[src/rtl/mux_tree_pipe_if.sv]
// Handshake and data bundle for mux_tree_pipe: input side (data/sel/dis/valid)
// and output side (m/n/valid/ready), with views for the block and its driver.
interface mux_tree_pipe_if #(
  parameter int DATA_W = 1,
  parameter int SEL_W  = 3
);
  localparam int N = 2 ** SEL_W;

  logic [N*DATA_W-1:0] data_pad;
  logic [SEL_W-1:0]    sel_pad;
  logic                dis_pad;
  logic                in_valid_pad;
  logic                in_ready_pad;
  logic [DATA_W-1:0]   m_pad;
  logic [DATA_W-1:0]   n_pad;
  logic                out_valid_pad;
  logic                out_ready_pad;

  modport slave (
    input  data_pad, sel_pad, dis_pad, in_valid_pad, out_ready_pad,
    output in_ready_pad, m_pad, n_pad, out_valid_pad
  );

  modport master (
    output data_pad, sel_pad, dis_pad, in_valid_pad, out_ready_pad,
    input  in_ready_pad, m_pad, n_pad, out_valid_pad
  );
endinterface

[src/rtl/mux_tree_pipe.sv]
// Two-stage pipelined N:1 mux with output kill and valid/ready flow control.
// Stage 1 narrows to a lo/hi pair on the low select bits; stage 2 picks by the MSB.
module mux_tree_pipe #(
  parameter int DATA_W = 1,
  parameter int SEL_W  = 3
) (
  input  logic            clk_pad,
  input  logic            rst_n_pad,
  mux_tree_pipe_if.slave  bus
);
  localparam int N = 2 ** SEL_W;

  logic [DATA_W-1:0] w_ch [N];
  logic [DATA_W-1:0] w_lo;
  logic [DATA_W-1:0] w_hi;
  logic [DATA_W-1:0] w_m_next;
  logic              w_adv1;
  logic              w_adv2;
  logic              w_take;

  logic [DATA_W-1:0] r_lo;
  logic [DATA_W-1:0] r_hi;
  logic              r_msb;
  logic              r_dis;
  logic              r_v1;
  logic              r_v2;
  logic [DATA_W-1:0] r_m;

  generate
    for (genvar gi = 0; gi < N; gi++) begin : g_ch
      assign w_ch[gi] = bus.data_pad[gi*DATA_W +: DATA_W];
    end

    if (SEL_W == 1) begin : g_pair
      assign w_lo = w_ch[1'b0];
      assign w_hi = w_ch[1'b1];
    end else begin : g_tree
      assign w_lo = w_ch[{1'b0, bus.sel_pad[SEL_W-2:0]}];
      assign w_hi = w_ch[{1'b1, bus.sel_pad[SEL_W-2:0]}];
    end
  endgenerate

  // A stage may move whenever the stage after it can take its contents.
  assign w_adv2 = ~r_v2 | bus.out_ready_pad;
  assign w_adv1 = ~r_v1 | w_adv2;
  assign w_take = w_adv1 & bus.in_valid_pad;

  assign w_m_next = r_dis ? '0 : (r_msb ? r_hi : r_lo);

  always_ff @(posedge clk_pad or negedge rst_n_pad) begin
    if (!rst_n_pad) begin
      r_v1 <= 1'b0;
    end else if (w_adv1) begin
      r_v1 <= bus.in_valid_pad;
    end
  end

  // Candidate registers carry no reset; they only load on an accepted transfer.
  always_ff @(posedge clk_pad) begin
    if (w_take) begin
      r_lo  <= w_lo;
      r_hi  <= w_hi;
      r_msb <= bus.sel_pad[SEL_W-1];
      r_dis <= bus.dis_pad;
    end
  end

  always_ff @(posedge clk_pad or negedge rst_n_pad) begin
    if (!rst_n_pad) begin
      r_v2 <= 1'b0;
      r_m  <= '0;
    end else if (w_adv2) begin
      r_v2 <= r_v1;
      if (r_v1) begin
        r_m <= w_m_next;
      end
    end
  end

  assign bus.in_ready_pad  = w_adv1;
  assign bus.out_valid_pad = r_v2;
  assign bus.m_pad         = r_m;
  assign bus.n_pad         = ~r_m;
endmodule

[src/flat_wrapper.sv]
// flat-port wrapper written by rule: the top's interface ports become plain ports
module mux_tree_pipe_flat 
#(
  parameter int DATA_W = 1,
  parameter int SEL_W  = 3
)
  (clk_pad, rst_n_pad, bus_data_pad, bus_sel_pad, bus_dis_pad, bus_in_valid_pad, bus_out_ready_pad, bus_in_ready_pad, bus_m_pad, bus_n_pad, bus_out_valid_pad);
  mux_tree_pipe_if #(.DATA_W(DATA_W), .SEL_W(SEL_W)) bus_i ();
  input  logic clk_pad;
  input  logic rst_n_pad;
  input wire logic [$bits(bus_i.data_pad)-1:0] bus_data_pad;
  input wire logic [$bits(bus_i.sel_pad)-1:0] bus_sel_pad;
  input wire logic [$bits(bus_i.dis_pad)-1:0] bus_dis_pad;
  input wire logic [$bits(bus_i.in_valid_pad)-1:0] bus_in_valid_pad;
  input wire logic [$bits(bus_i.out_ready_pad)-1:0] bus_out_ready_pad;
  output wire logic [$bits(bus_i.in_ready_pad)-1:0] bus_in_ready_pad;
  output wire logic [$bits(bus_i.m_pad)-1:0] bus_m_pad;
  output wire logic [$bits(bus_i.n_pad)-1:0] bus_n_pad;
  output wire logic [$bits(bus_i.out_valid_pad)-1:0] bus_out_valid_pad;
  assign bus_i.data_pad = bus_data_pad;
  assign bus_i.sel_pad = bus_sel_pad;
  assign bus_i.dis_pad = bus_dis_pad;
  assign bus_i.in_valid_pad = bus_in_valid_pad;
  assign bus_i.out_ready_pad = bus_out_ready_pad;
  assign bus_in_ready_pad = bus_i.in_ready_pad;
  assign bus_m_pad = bus_i.m_pad;
  assign bus_n_pad = bus_i.n_pad;
  assign bus_out_valid_pad = bus_i.out_valid_pad;
  mux_tree_pipe #(.DATA_W(DATA_W), .SEL_W(SEL_W)) u_core (.clk_pad(clk_pad), .rst_n_pad(rst_n_pad), .bus(bus_i));
endmodule
[config.mk]
export PLATFORM = sky130hd
export DESIGN_NAME = mux_tree_pipe_flat
export DESIGN_NICKNAME = d
export VERILOG_FILES = /design/src/rtl/mux_tree_pipe_if.sv /design/src/rtl/mux_tree_pipe.sv /design/src/flat_wrapper.sv
export SDC_FILE = /design/constraint.sdc
export NUM_CORES = 1
export LEC_CHECK = 0
export ABC_AREA = 1
export BUFFER_PORTS_ARGS = -buffer_cell sky130_fd_sc_hd__buf_2
export CORE_AREA = 3 3 40 42
export CTS_BUF_LIST = sky130_fd_sc_hd__clkbuf_8
export CTS_CLUSTER_DIAMETER = 150
export DETAILED_ROUTE_END_ITERATION = 8
export DIE_AREA = 0 0 43 45
export GPL_TIMING_DRIVEN = 0
export MAX_ROUTING_LAYER = met4
export PLACE_DENSITY = 0.6
export SETUP_SLACK_MARGIN = 0.15
export SLEW_MARGIN = 30
export SYNTH_ARGS = -nofsm -noshare
export SYNTH_HDL_FRONTEND = slang
export SYNTH_SLANG_ARGS = --single-unit
[constraint.sdc]
create_clock -name clk_pad -period 2.22 [get_ports clk_pad]
set_input_delay 0.222 -clock clk_pad [delete_from_list [all_inputs] [get_ports clk_pad]]
set_output_delay 0.222 -clock clk_pad [all_outputs]
set_load 0.02 [all_outputs]
==> summary.md, run 1 <==
| Metric | Value |
|---|---|
| Count leader, synth | nand2_1 |
| Lkg Pwr | 0.285 nW |
| Startpoint Class | register |
| EDFF count, synth | 4 |
| Switching power | 0.000101 W |
| GR Overflow Total | 0 |
| Worst path max stage delay | 0.39 ns |
| FF+latch count, synth | 7 |
| Drt total wl | around 630 um |
| I/O pins | 20 |
| Outcome | finished, final reports clean |
| Total track usage | 0.0806 |
| Number of global-route vias before repair | 280 |
| Avg Cell Area, Syn | 8.38 sq um |
| HPWL Detailed | 502 um |
| Comb pwr share | 0.172 |
| Net Sw Frac | 0.250 |
| Fillers | ~130 |
| Design area | 504 sq um |
| Placed cell area | about 450 sq um |
| Inserted Clock Buffers | 3 |
| Largest family of logic cells by synthesized area | simple AND/OR/NAND/NOR gates |
| Nets | 81 |
| Vias per inst | 4.10 |
| Xor/xnor share of the synthesized area | 0 |
| Post-synthesis sequential area ratio | 0.582 |
| Htree depth | 1 |
| Reg2reg setup slack | around 1.2 ns |
| Clk_lat worst skew | around 0.22 ns |
| Main synth FF type | edfxtp_1 |
| Max Cap Viol | 0 |
| Core ar. | 1280 sq um |
| GPL Wtd Cong | 0.704 |
| Relative slew slack | 0.899 |
| Top cell type's share of synthesized area | 0.358 |
| First-pass GRT wire length | 1040 um |
| Worst vdd ir | 0.000246 V |
| Arr. time, crit path | 0.94 ns |
| Register area | 195 sq um |
| Iteration-0 DRC Markers | 5 |
| Synth Net Count | 56 |
| Cell internal pwr | ~0.00030 W |
| Yosys cell types | 8 |
| Initial antenna violation count | 0 |
| DR vias | 324 |
| Adder-cell area share of the yosys netlist | 0 |
| Placed cells | 74 |
| Sequential power share | 0.403 |
| CP Data Required Time | 2.00 ns |
| Synth cell count leaders | nand2_1 (14), inv_1 (10), edfxtp_1 (4) |
| CTS tree | yes |
| Max Freq | 863 MHz |
| Die area | 1940 sq um |
| # clock sinks | 7 |
| Critical path class | register to output pin |
| # diodes | 0 |
| Final Max Slew Viols | 0 |
| DR pass1 iterations | 4 |
| Worst Path Max Fanout | 4 |
| Root buf cell | clkbuf_8 |
| Post-route non-filler standard cell count | 79 |
| Pwr Density | 800 nW/um^2 |
| Fin crit period | 1.16 ns |
| Clk pwr share | 0.425 |
| Reg clk slew, reported paths | 0.04 ns |
| Mapped Area | 335 sq um |
| Critical path's slowest cell | dfrtp_1 |
| R2r endpoint | u_core.r_msb |
| FP Rows | 13 |
| Starting Density | 0.261 |
| Post-synth top area cell | edfxtp_1 |
| Drc violations | 0 |
| I/O Buffers | 19 |
| Simple-Gate Fraction of Synth Area | 0.187 |
| Post-CTS Setup Inserts | 0 |
| Sequence of cells on the critical path | nand3_1, buf_2 |
| Area occupied by multi-input gates | 103 sq um |
| Final hold vios | 0 |
| Die Y | between 40 and 50 um |
| CTS max path bufs | 2 |
| RSZ-0062 raised after global routing | no |
| Wirelength per Cell | approximately 8 um |
| Slew @ Worst Pin | 0.150 ns |
| Setup crit end | bus_in_ready_pad |
| Setup TNS Final | 0 ns |
| Largest net degree at the start of global routing | 9 |
| Compound-Gate Fraction of Synth Area | 0.119 |
| Die width | 43 um |
| Final period util | 0.522 |
| Mux contribution to synthesized area | 0 |
| Reg2reg start | u_core.bus.out_valid_pad |
| Hold WC Path Type | primary input to register |
| Synth top area cells | edfxtp_1 (36%), dfrtp_1 (22%), nand2_1 (16%) |
| P&R area growth vs syn | 50.4% |
| Share of layout cells above drive strength 1 | 0.344 |
| YS warnings | 0 |
| Final setup viols | 0 |
| Post-synth ARST share | 0.429 |
| Setup crit start | u_core.bus.out_valid_pad |
| Syn Inst Count | 40 |
| CP endpoint kind | output pin |
| R2R cell count | 3 |
| Clk_skew | roughly 0.004 ns |
| Final ANT Viol Nets | 0 |
worst min-delay path by stage:
stage	slack, ns	endpoint	cells after the start	start
6_report	0.17	u_core.r_dis	1	bus_dis_pad
5_1_grt	0.17	u_core.r_dis	1	bus_dis_pad
3_3_place_gp	0.02	u_core.bus.m_pad	1	rst_n_pad
3_5_place_dp	0.02	u_core.bus.m_pad	1	rst_n_pad
4_1_cts	0.17	u_core.r_dis	1	bus_dis_pad
2_1_floorplan	-0.07	u_core.bus.m_pad	0	rst_n_pad
final cells by class:
class,count,area share
clock buffers,3,0.0819
inverters,10,0.0744
flip-flops and latches,7,0.387
well taps,15,0.0372
multi-input cells,23,0.203
repair buffers,20,0.208
clock inverters,1,0.00744
flip-flops by register name, summed over array words and instances, names as in the netlist:
name / count
u_core.bus.m_pad: 1
u_core.bus.out_valid_pad: 1
u_core.r_dis: 1
u_core.r_lo: 1
u_core.r_v1: 1
u_core.r_hi: 1
u_core.r_msb: 1
power by group through the flow:
stage,Combinational (W),Sequential [W],Clock (W)
floorplan,0.0000317,0.000171,0
global placement,0.0000681,0.000164,0
detailed placement,0.0000690,0.000164,0
CTS,0.0000709,0.000163,0.000176
global route,0.0000783,0.000164,0.000187
finish,0.0000696,0.000163,0.000171
what timing repair did:
| item | 4_1_cts | 5_1_grt |
|---|---|---|
| endpoints found under the hold margin | 3 | 0 |
| hold buffers | 1 | 0 |
| gates resized for setup | 0 | 0 |
| endpoints found under the setup margin | 0 | 0 |
per-layer routing:
metal  track usage  vias to the layer above  share of wire
met5             -                        -              0
met4        0.0542                        0              0
met3        0.0637                        0           0.17
met2         0.117                       20           0.42
met1        0.0720                      132           0.40
li1              -                      172              -
per-stage QoR:
stage               hold slack (ns)  total power, W  worst slack, ns   util
finish                        0.175        0.000404             1.06  0.392
global route                  0.170        0.000430             1.01  0.392
CTS                           0.169        0.000410             1.05  0.392
detailed placement           0.0205        0.000233             1.16  0.350
global placement             0.0220        0.000232             1.18  0.350
floorplan                   -0.0736        0.000203            0.970      -
kinds of logic (layout without fill, tap and decap cells):
group	count (synthesis)	after routing
DFF	7	7
and+or+nand+nor	16	16
AOI/OAI and AO/OA	7	7
buffers and inverters	10	34
cells in the final DEF, fill, tap and decap left out:
cell type / count
a21oi_1: 3
buf_2: 19
clkbuf_8: 3
dfrtp_1: 3
dlygate4sd3_1: 1
edfxtp_1: 4
inv_1: 11
nand2_1: 14
nand3_1: 2
o211ai_1: 2
o21ai_0: 2
worst max-delay path, delay by kind of cell, from the launching register on:
family,cells,cell delay [ns]
buf+inv,1,0.18
flops,1,0.39
simple gates,1,0.14
Note: power is estimated with default switching activity, not from simulation.
==> run 2: changes to the inputs <==
clock period = 1.1 ns   (was 2.22 ns; I/O delays follow)
==> run 2 against run 1 <==
Net effect:
- critical path depth stayed put
- first-iteration DRC count is 20% lower
- clock-buffer cell count stayed put
- critical endpoint unchanged
- largest power group unchanged
==> summary.md, run 2 (synthesis results as in run 1) <==
| Metric | Value |
|---|---|
| Outcome | finished, final reports clean |
| GPL Wtd Cong | 0.701 (-0.38%) |
| Lkg Pwr | 0.294 nW (+3.3%) |
| DR pass1 iterations | 3 (-1) |
| Wirelength per Cell | 8.14 um (+1.7%) |
| Max Freq | 1040 MHz |
| Initial antenna violation count | 0 (unchanged) |
| Core ar. | 1280 sq um (unchanged) |
| CTS max path bufs | 2 (unchanged) |
| Drt total wl | 651 um (+3.0%) |
| Critical path's slowest cell | dfrtp_2 |
| First-pass GRT wire length | 1000 um (-3.9%) |
| Worst Path Max Fanout | 4 (unchanged) |
| Crit path max-delay family | flip-flops |
| Sequence of cells on the critical path | nand3_4, buf_6 |
| Final Max Slew Viols | 0 (unchanged) |
| I/O Buffers | 19 (unchanged) |
| Hold slack | 0.0638 ns (-0.111 ns) |
| Startpoint Class | register |
| P&R area growth vs syn | 60.8% |
| Placed cells | 74 (unchanged) |
| Nets | 82 (+1.2%) |
| Worst vdd ir | 0.000551 V (+120%) |
| Starting Density | 0.261 (unchanged) |
| Max Cap Viol | 0 (unchanged) |
| Slew @ Worst Pin | 0.150 ns (-0.000562 ns) |
| Final period util | 0.872 |
| CP endpoint kind | output pin |
| I/O pins | 20 (unchanged) |
| FP Rows | 13 (unchanged) |
| DR vias | 321 (-0.93%) |
| Fin crit period | 0.959 ns |
| Final hold vios | 0 (unchanged) |
| # diodes | 0 (unchanged) |
| Critical path class | register to output pin |
| Hold WC Path Type | primary input to register |
| Die area | 1940 sq um (unchanged) |
| Most common cell after layout, fill and taps aside | buf_2 |
| Final core occ | 0.420 (+0.0273) |
| Iteration-0 DRC Markers | 4 (-1) |
| Final ANT Viol Nets | 0 (unchanged) |
| Number of global-route vias before repair | 276 (-1.4%) |
| Total track usage | 0.0797 (-0.000867) |
| CTS tree | yes |
| # clock sinks | 7 (unchanged) |
| RSZ-0062 raised after global routing | yes |
| Arr. time, crit path | 0.85 ns (-0.09 ns) |
| Die width | 43 um (unchanged) |
| Most frequent cells in the layout | buf_2 (17), nand2_1 (13), inv_1 (10) |
| Relative slew slack | 0.900 (+0.000994) |
| Final setup viols | 0 (unchanged) |
| Clk_skew | 0.00132 ns (-0.00262 ns) |
| Inserted Clock Buffers | 3 (unchanged) |
| Largest net degree at the start of global routing | 9 (unchanged) |
| Htree depth | 1 (unchanged) |
| Setup TNS Final | 0 ns (unchanged) |
| GR Overflow Total | 0 (unchanged) |
| Share of layout cells above drive strength 1 | 0.415 (+0.0716) |
| Post-route non-filler standard cell count | 80 (+1.3%) |
| Drc violations | 0 (unchanged) |
| Worst path max stage delay | 0.43 ns (+0.04 ns) |
| Die Y | 45 um (unchanged) |
| HPWL Detailed | 530 um (+5.5%) |
| Critical path buffers and inverters | 1 (unchanged) |
| Reg clk slew, reported paths | 0.04 ns (about the same) |
| Vias per inst | 4.01 (-2.2%) |
| CP Data Required Time | 0.99 ns (-1.01 ns) |
| Clk_lat worst skew | 0.22 ns (about the same) |
| Pwr Density | 1560 nW/um^2 (+94%) |
| Reg2reg setup slack | 0.16 ns (-1.01 ns) |
| Root buf cell | clkbuf_8 |
run 2: stage by stage:
step / total power, W / setup slack, ns / area (sq um)
floorplan: 0.000421 / 0.0880 / 352
detailed placement: 0.000485 / 0.143 / 465
global route: 0.000896 / 0.113 / 539
CTS: 0.000850 / 0.129 / 534
finish: 0.000839 / 0.141 / 539
global placement: 0.000481 / 0.153 / 465
run 2: area by class of cell:
type / count / area, sq um
fill: 129 / 746
sequential: 7 / 196
timing repair buffer: 21 / 121
multi-input combinational: 23 / 118
clock buffer: 3 / 41.3
inverter: 10 / 40.0
tap: 15 / 18.8
clock inverter: 1 / 3.75
run 2: repair_timing:
action,4_1_cts,5_1_grt
gates cloned,0,0
hold buffers,1,0
gates resized for setup,2,2
endpoints found under the hold margin,3,0
setup buffers,1,0
setup endpoints to repair,5,6
run 2: layer usage:
metal  up-vias  share of wire  global-route usage
li1        174              -                   -
met1       127           0.42              0.0794
met2        18           0.43               0.108
met3         2           0.12              0.0359
met4         0          0.017              0.0904
met5         -              0                   -
run 2: worst register-to-register path, stage by stage, from the launching register on:
cell and delay [ns]:
dfrtp_2 0.43, nand3_4 0.08, nand2_2 0.07, inv_4 0.07
run 2: path summary, 6_finish.rpt:
kind,start,end,cells after the start
max reg2reg,u_core.bus.out_valid_pad,u_core.r_msb,3
min,bus_dis_pad,u_core.r_dis,1
min reg2reg,u_core.bus.m_pad,u_core.bus.m_pad,2
max in group asynchronous,rst_n_pad,u_core.bus.out_valid_pad,2
max,u_core.bus.out_valid_pad,bus_in_ready_pad,2
min in group asynchronous,rst_n_pad,u_core.bus.out_valid_pad,2
run 2: where the power goes:
group	total, W	switching, W	internal [W]
registers	0.000333	0.0000193	0.000313
clock network	0.000340	0.000100	0.000240
logic	0.000166	0.0000899	0.0000764
total	0.000839	0.000209	0.000630
